$ cat src/rtl/regfile_if.sv
// Register file access bundle: one write port, two datapath read ports, one debug read port
// and the committed-write counter. The datapath drives through master; the register file is the slave.
interface regfile_if #(
    parameter int DATA_W = 32,
    parameter int ADDR_W = 5
);
    // Handshake: there is no valid/ready pair. A write is requested by we=1 and is
    // committed on the next rising clk edge unless waddr is 0 or reset is asserted.
    // Reads have no request: rdataN and dbg_data follow their addresses combinationally.
    logic              we;
    logic [ADDR_W-1:0] waddr;
    logic [DATA_W-1:0] wdata;
    logic [ADDR_W-1:0] raddr1;
    logic [DATA_W-1:0] rdata1;
    logic [ADDR_W-1:0] raddr2;
    logic [DATA_W-1:0] rdata2;
    logic [ADDR_W-1:0] dbg_addr;
    logic [DATA_W-1:0] dbg_data;
    logic [15:0]       wr_count;

    modport master (
        output we, waddr, wdata, raddr1, raddr2, dbg_addr,
        input  rdata1, rdata2, dbg_data, wr_count
    );

    modport slave (
        input  we, waddr, wdata, raddr1, raddr2, dbg_addr,
        output rdata1, rdata2, dbg_data, wr_count
    );
endinterface

$ cat src/rtl/regfile_32x32.sv
// 32-entry general-purpose register file with two combinational read ports, a debug read port
// and a saturating write counter. Define REGFILE_BYPASS_EN to forward same-cycle writes to the read ports.
module regfile_32x32 #(
    parameter int DATA_W = 32,
    parameter int ADDR_W = 5
) (
    input  logic     clk,
    input  logic     rst_n,
    regfile_if.slave bus
);
    localparam int DEPTH = 1 << ADDR_W;
    localparam logic [15:0] CNT_MAX = 16'hFFFF;

    // Entry 0 is hardwired to zero, so storage starts at index 1.
    logic [DATA_W-1:0] mem [1:DEPTH-1];
    logic [15:0]       wr_cnt_q;
    logic              wr_commit;
    logic [DATA_W-1:0] rd1_stored;
    logic [DATA_W-1:0] rd2_stored;
    logic [DATA_W-1:0] dbg_stored;

    // A write held during reset is lost, so it must not commit or forward either.
    assign wr_commit = rst_n && bus.we && (bus.waddr != '0);

    always_ff @(posedge clk or negedge rst_n) begin
        if (!rst_n) begin
            for (int i = 1; i < DEPTH; i++) begin
                mem[i] <= '0;
            end
        end else if (wr_commit) begin
            mem[bus.waddr] <= bus.wdata;
        end
    end

    always_ff @(posedge clk or negedge rst_n) begin
        if (!rst_n) begin
            wr_cnt_q <= '0;
        end else if (wr_commit && (wr_cnt_q != CNT_MAX)) begin
            wr_cnt_q <= wr_cnt_q + 16'd1;
        end
    end

    always_comb begin
        rd1_stored = '0;
        if (bus.raddr1 != '0) begin
            rd1_stored = mem[bus.raddr1];
        end
    end

    always_comb begin
        rd2_stored = '0;
        if (bus.raddr2 != '0) begin
            rd2_stored = mem[bus.raddr2];
        end
    end

    // The debug port always shows committed contents, in both builds.
    always_comb begin
        dbg_stored = '0;
        if (bus.dbg_addr != '0) begin
            dbg_stored = mem[bus.dbg_addr];
        end
    end

`ifdef REGFILE_BYPASS_EN
    always_comb begin
        bus.rdata1 = rd1_stored;
        if (wr_commit && (bus.raddr1 == bus.waddr)) begin
            bus.rdata1 = bus.wdata;
        end
    end

    always_comb begin
        bus.rdata2 = rd2_stored;
        if (wr_commit && (bus.raddr2 == bus.waddr)) begin
            bus.rdata2 = bus.wdata;
        end
    end
`else
    assign bus.rdata1 = rd1_stored;
    assign bus.rdata2 = rd2_stored;
`endif

    assign bus.dbg_data = dbg_stored;
    assign bus.wr_count = wr_cnt_q;
endmodule

$ cat src/flat_wrapper.sv
// flat-port wrapper written by rule: the top's interface ports become plain ports
module regfile_32x32_flat 
#(
    parameter int DATA_W = 32,
    parameter int ADDR_W = 5
)
  (clk, rst_n, bus_we, bus_waddr, bus_wdata, bus_raddr1, bus_raddr2, bus_dbg_addr, bus_rdata1, bus_rdata2, bus_dbg_data, bus_wr_count);
  regfile_if #(.DATA_W(DATA_W), .ADDR_W(ADDR_W)) bus_i ();
  input  logic clk;
  input  logic rst_n;
  input wire logic [$bits(bus_i.we)-1:0] bus_we;
  input wire logic [$bits(bus_i.waddr)-1:0] bus_waddr;
  input wire logic [$bits(bus_i.wdata)-1:0] bus_wdata;
  input wire logic [$bits(bus_i.raddr1)-1:0] bus_raddr1;
  input wire logic [$bits(bus_i.raddr2)-1:0] bus_raddr2;
  input wire logic [$bits(bus_i.dbg_addr)-1:0] bus_dbg_addr;
  output wire logic [$bits(bus_i.rdata1)-1:0] bus_rdata1;
  output wire logic [$bits(bus_i.rdata2)-1:0] bus_rdata2;
  output wire logic [$bits(bus_i.dbg_data)-1:0] bus_dbg_data;
  output wire logic [$bits(bus_i.wr_count)-1:0] bus_wr_count;
  assign bus_i.we = bus_we;
  assign bus_i.waddr = bus_waddr;
  assign bus_i.wdata = bus_wdata;
  assign bus_i.raddr1 = bus_raddr1;
  assign bus_i.raddr2 = bus_raddr2;
  assign bus_i.dbg_addr = bus_dbg_addr;
  assign bus_rdata1 = bus_i.rdata1;
  assign bus_rdata2 = bus_i.rdata2;
  assign bus_dbg_data = bus_i.dbg_data;
  assign bus_wr_count = bus_i.wr_count;
  regfile_32x32 #(.DATA_W(DATA_W), .ADDR_W(ADDR_W)) u_core (.clk(clk), .rst_n(rst_n), .bus(bus_i));
endmodule
$ cat config.mk
export PLATFORM = sky130hd
export DESIGN_NAME = regfile_32x32_flat
export DESIGN_NICKNAME = d
export VERILOG_FILES = /design/src/rtl/regfile_if.sv /design/src/rtl/regfile_32x32.sv /design/src/flat_wrapper.sv
export SDC_FILE = /design/constraint.sdc
export NUM_CORES = 2
export LEC_CHECK = 0
export ABC_AREA = 1
export BUFFER_PORTS_ARGS = -buffer_cell sky130_fd_sc_hd__buf_2
export CORE_MARGIN = 3
export CORE_UTILIZATION = 30
export CTS_CLUSTER_DIAMETER = 50
export DETAILED_ROUTE_END_ITERATION = 10
export PLACE_DENSITY_LB_ADDON = 0.08
export SLEW_MARGIN = 0
export SYNTH_ARGS = -nofsm -noshare
export SYNTH_HDL_FRONTEND = slang
export SYNTH_SLANG_ARGS = --single-unit
$ cat constraint.sdc
create_clock -name clk -period 2.96 [get_ports clk]
set_input_delay 0.592 -clock clk [delete_from_list [all_inputs] [get_ports clk]]
set_output_delay 0.592 -clock clk [all_outputs]
set_load 0.02 [all_outputs]
==> impl_metrics.tcl <==
set metrics [dict create \
    p_int_uw 33100 \
    fin_area_um2 86900 \
    start_util_pct 30.2 \
    nets 11919 \
    status "finished, violations left" \
    cts_buffers 177 \
    hp-class "in2reg" \
    clock-sinks 1008 \
    cts_buffer_depth 3 \
    min_period_ps 3020 \
    grtUsageTotal_pct 34.3 \
    htree_levels 4 \
    end_kind "output port" \
    required_ps 2370 \
    gp_congestion 0.928 \
    worst_slack_ps -57.2 \
    grt_pass1_wl_mm 588 \
    synth_area_leaders "dfrtp_1, nand2_1, nand3_1" \
    place_hpwl_mm 263 \
    critPathSlowestCell "nor2_4" \
    wl_per_cell_um 28.1 \
    synth_top_cell_by_area "dfrtp_1" \
    yosysWarnings 0 \
    core_area_um2 230000 \
    clk_latency_ps 850 \
    avgViaCountPerCell 5.45 \
    die_h_um 487 \
    io_pins 167 \
    drc_errors 0 \
    cts_tree "done" \
    crit_type "in2out" \
    swShare_pct 35.2 \
    clockPowerShare_pct 43.1 \
    synth_seq_area_share_pct 36.3 \
    final_cell_mix "nand2_1, nand3_1, dfrtp_1" \
    fillCellCount 24755 \
    finalCritPeriodShare_pct 102 \
    syn_inst 11787 \
    rsz0062_at_grt "true" \
    path_cells "buf_8 > inv_8 > nor2_4 > buf_8 > buf_16 > nand2_1 > nand3_1 > nand3_1 > nand2_1 > nand2_1 > nand2_1 > buf_2" \
    grt_max_degree 146 \
    synth.distinct_cells 20 \
    overflow 0 \
    cpPeakStageDelay_ps 270 \
    switching_power_uw 18000 \
    grt_pass1_vias 76526 \
    cp_top_family "simple AND/OR/NAND/NOR gates" \
    die-width_um 487 \
    placed_area_um2 79100 \
    ir_drop_uv 484 \
    vias 82143 \
    crit_top_cell "nand2_1" \
    setup_viol 9 \
    cts-root-buf "clkbuf_16" \
    final_common_cell "nand2_1" \
    worstMarginPinSlew_ps 1510 \
    drtIter0Drc 11569 \
    antenna_found_initial 38 \
    arrival_ps 2430 \
    drive_gt1_share_pct 10.7 \
    finalWirelength_mm 423 \
    final_hold_viol_count 0 \
    p_leak_uw 0.0452 \
    syn_area_um2 69500 \
    pwr-share-seq_pct 34.0 \
    worstSetupStartpointType "input pin" \
    io_buffer_count 166 \
    cap_violations 1 \
    ys_ff_latch 1008 \
    dr.pass1.iters 9 \
    clock.fmax_mhz 331 \
    synth_top_area_share_pct 36.3 \
    dp_slack_ps -91.1 \
    synthesis.nets 11843 \
    powerDensity_nw_per_um2 588 \
    die_area_um2 238000 \
    comb_power_share_pct 22.8 \
    syn_avg_cell_area_um2 5.90 \
    worst-path-buf-inv 5 \
    p_total_uw 51100 \
    clkSlewWorstSetupHoldPaths_ps 60 \
    fin_skew_ps 14.4 \
    slew_headroom_pct -0.738 \
    rows 176 \
    ant_nets 0 \
    cp_max_fo 17 \
    slew_violations 16 \
    violations "max-capacitance violations, max-slew violations, negative setup slack" \
    syn_to_final_growth_pct 24.9 \
]
logic make-up (layout without fill, tap and decap cells):
logic type | after synthesis | count (layout) | synth area share, %
xor gates and xnor gates | 10 | 10 | 0.126
other | 0 | 28 | 0
and+or+nand+nor | 8057 | 8057 | 47.2
buffers and inverters | 1911 | 2140 | 10.6
DFF | 1008 | 1008 | 36.3
AOI/OAI and AO/OA | 800 | 800 | 5.76
adders and majority gates | 1 | 1 | 0.0180
worst paths after layout:
path,start,end,slack (ps),depth (start not counted)
min in group asynchronous,rst_n,u_core.mem[238],460,3
hold / removal,bus_wdata[1],u_core.mem[513],190,3
max in group asynchronous,rst_n,u_core.mem[860],1030,5
hold reg to reg,u_core.mem[910],u_core.mem[910],470,2
setup reg to reg,u_core.bus.wr_count[0],u_core.bus.wr_count[10],800,8
setup / recovery,bus_dbg_addr[0],bus_dbg_data[7],-60,12
state kept, by name (all words and copies together), names as in the netlist:
signal               count
u_core.mem             992
u_core.bus.wr_count     16
through the flow:
| step | util [%] | instances | setup TNS [ps] | hold WS, ps |
|---|---|---|---|---|
| 2_1_floorplan | - | 11787 | 0 | 296 |
| 3_3_place_gp | 34.3 | 14644 | -1210 | 453 |
| 3_5_place_dp | 34.3 | 14644 | -1560 | 458 |
| 4_1_cts | 37.1 | 14981 | -1.62 | 126 |
| 5_1_grt | 37.7 | 15049 | -163 | 173 |
| 6_report | 37.7 | 15070 | -232 | 186 |
routing by layer:
metal,vias up,share of wire (%),GRT usage [%]
met5,-,0.038,0
met4,24,6.7,19.7
met1,39158,40,44.7
li1,36875,-,-
met2,4909,43,52.4
met3,1177,9.7,7.07
Yosys cell counts:
cell / n
nand2_1: 5786
nand3_1: 2004
dfrtp_1: 1008
inv_1: 1006
clkbuf_1: 635
o21ai_0: 509
a21oi_1: 291
nor2_1: 249
buf_2: 171
buf_1: 91
inv_2: 8
nor3_1: 5
xnor2_1: 5
xor2_1: 5
nand2_2: 4
nand4_1: 3
nor3_2: 3
nand3_2: 2
ha_1: 1
nand2_4: 1
worst reg2reg max path, stage by stage (launching register included):
cell and delay [ps]:
dfrtp_1 430, ha_1 340, nand3_1 170, nor3_1 290, nand3_1 180, nand2_1 110
inv_1 250, nand2_1 140, o21ai_0 90
power groups by stage:
stage	Clock (µW)	Combinational [µW]	Sequential [µW]
finish	22000	11700	17400
global route	23000	12900	17600
CTS	22400	11200	17300
detailed placement	0	11100	17500
global placement	0	11100	17500
floorplan	0	6660	17000
repair_timing:
| item | CTS | global route |
|---|---|---|
| pin swaps | 0 | 4 |
| hold buffers | 1 | 0 |
| gates resized for setup | 33 | 157 |
| endpoints found under the setup margin | 25 | 67 |
| gates cloned | 0 | 19 |
| endpoints found under the hold margin | 64 | 0 |
| setup buffers | 4 | 42 |
area by class of cell:
type                            count  area (µm²)  share of cell area, %
Antenna cell                       28        70.1                 0.0807
Tap cell                         3026        3790                   4.36
Multi-Input combinational cell   8868       37600                   43.2
Timing Repair Buffer              793       10000                   11.6
Timing Repair inverter              1        11.3                 0.0130
Clock inverter                    114        1350                   1.55
Inverter                         1014        3900                   4.49
Sequential cell                  1008       25200                   29.0
Clock buffer                      218        4920                   5.66
No activity file was read; power rests on OpenSTA's default activity.
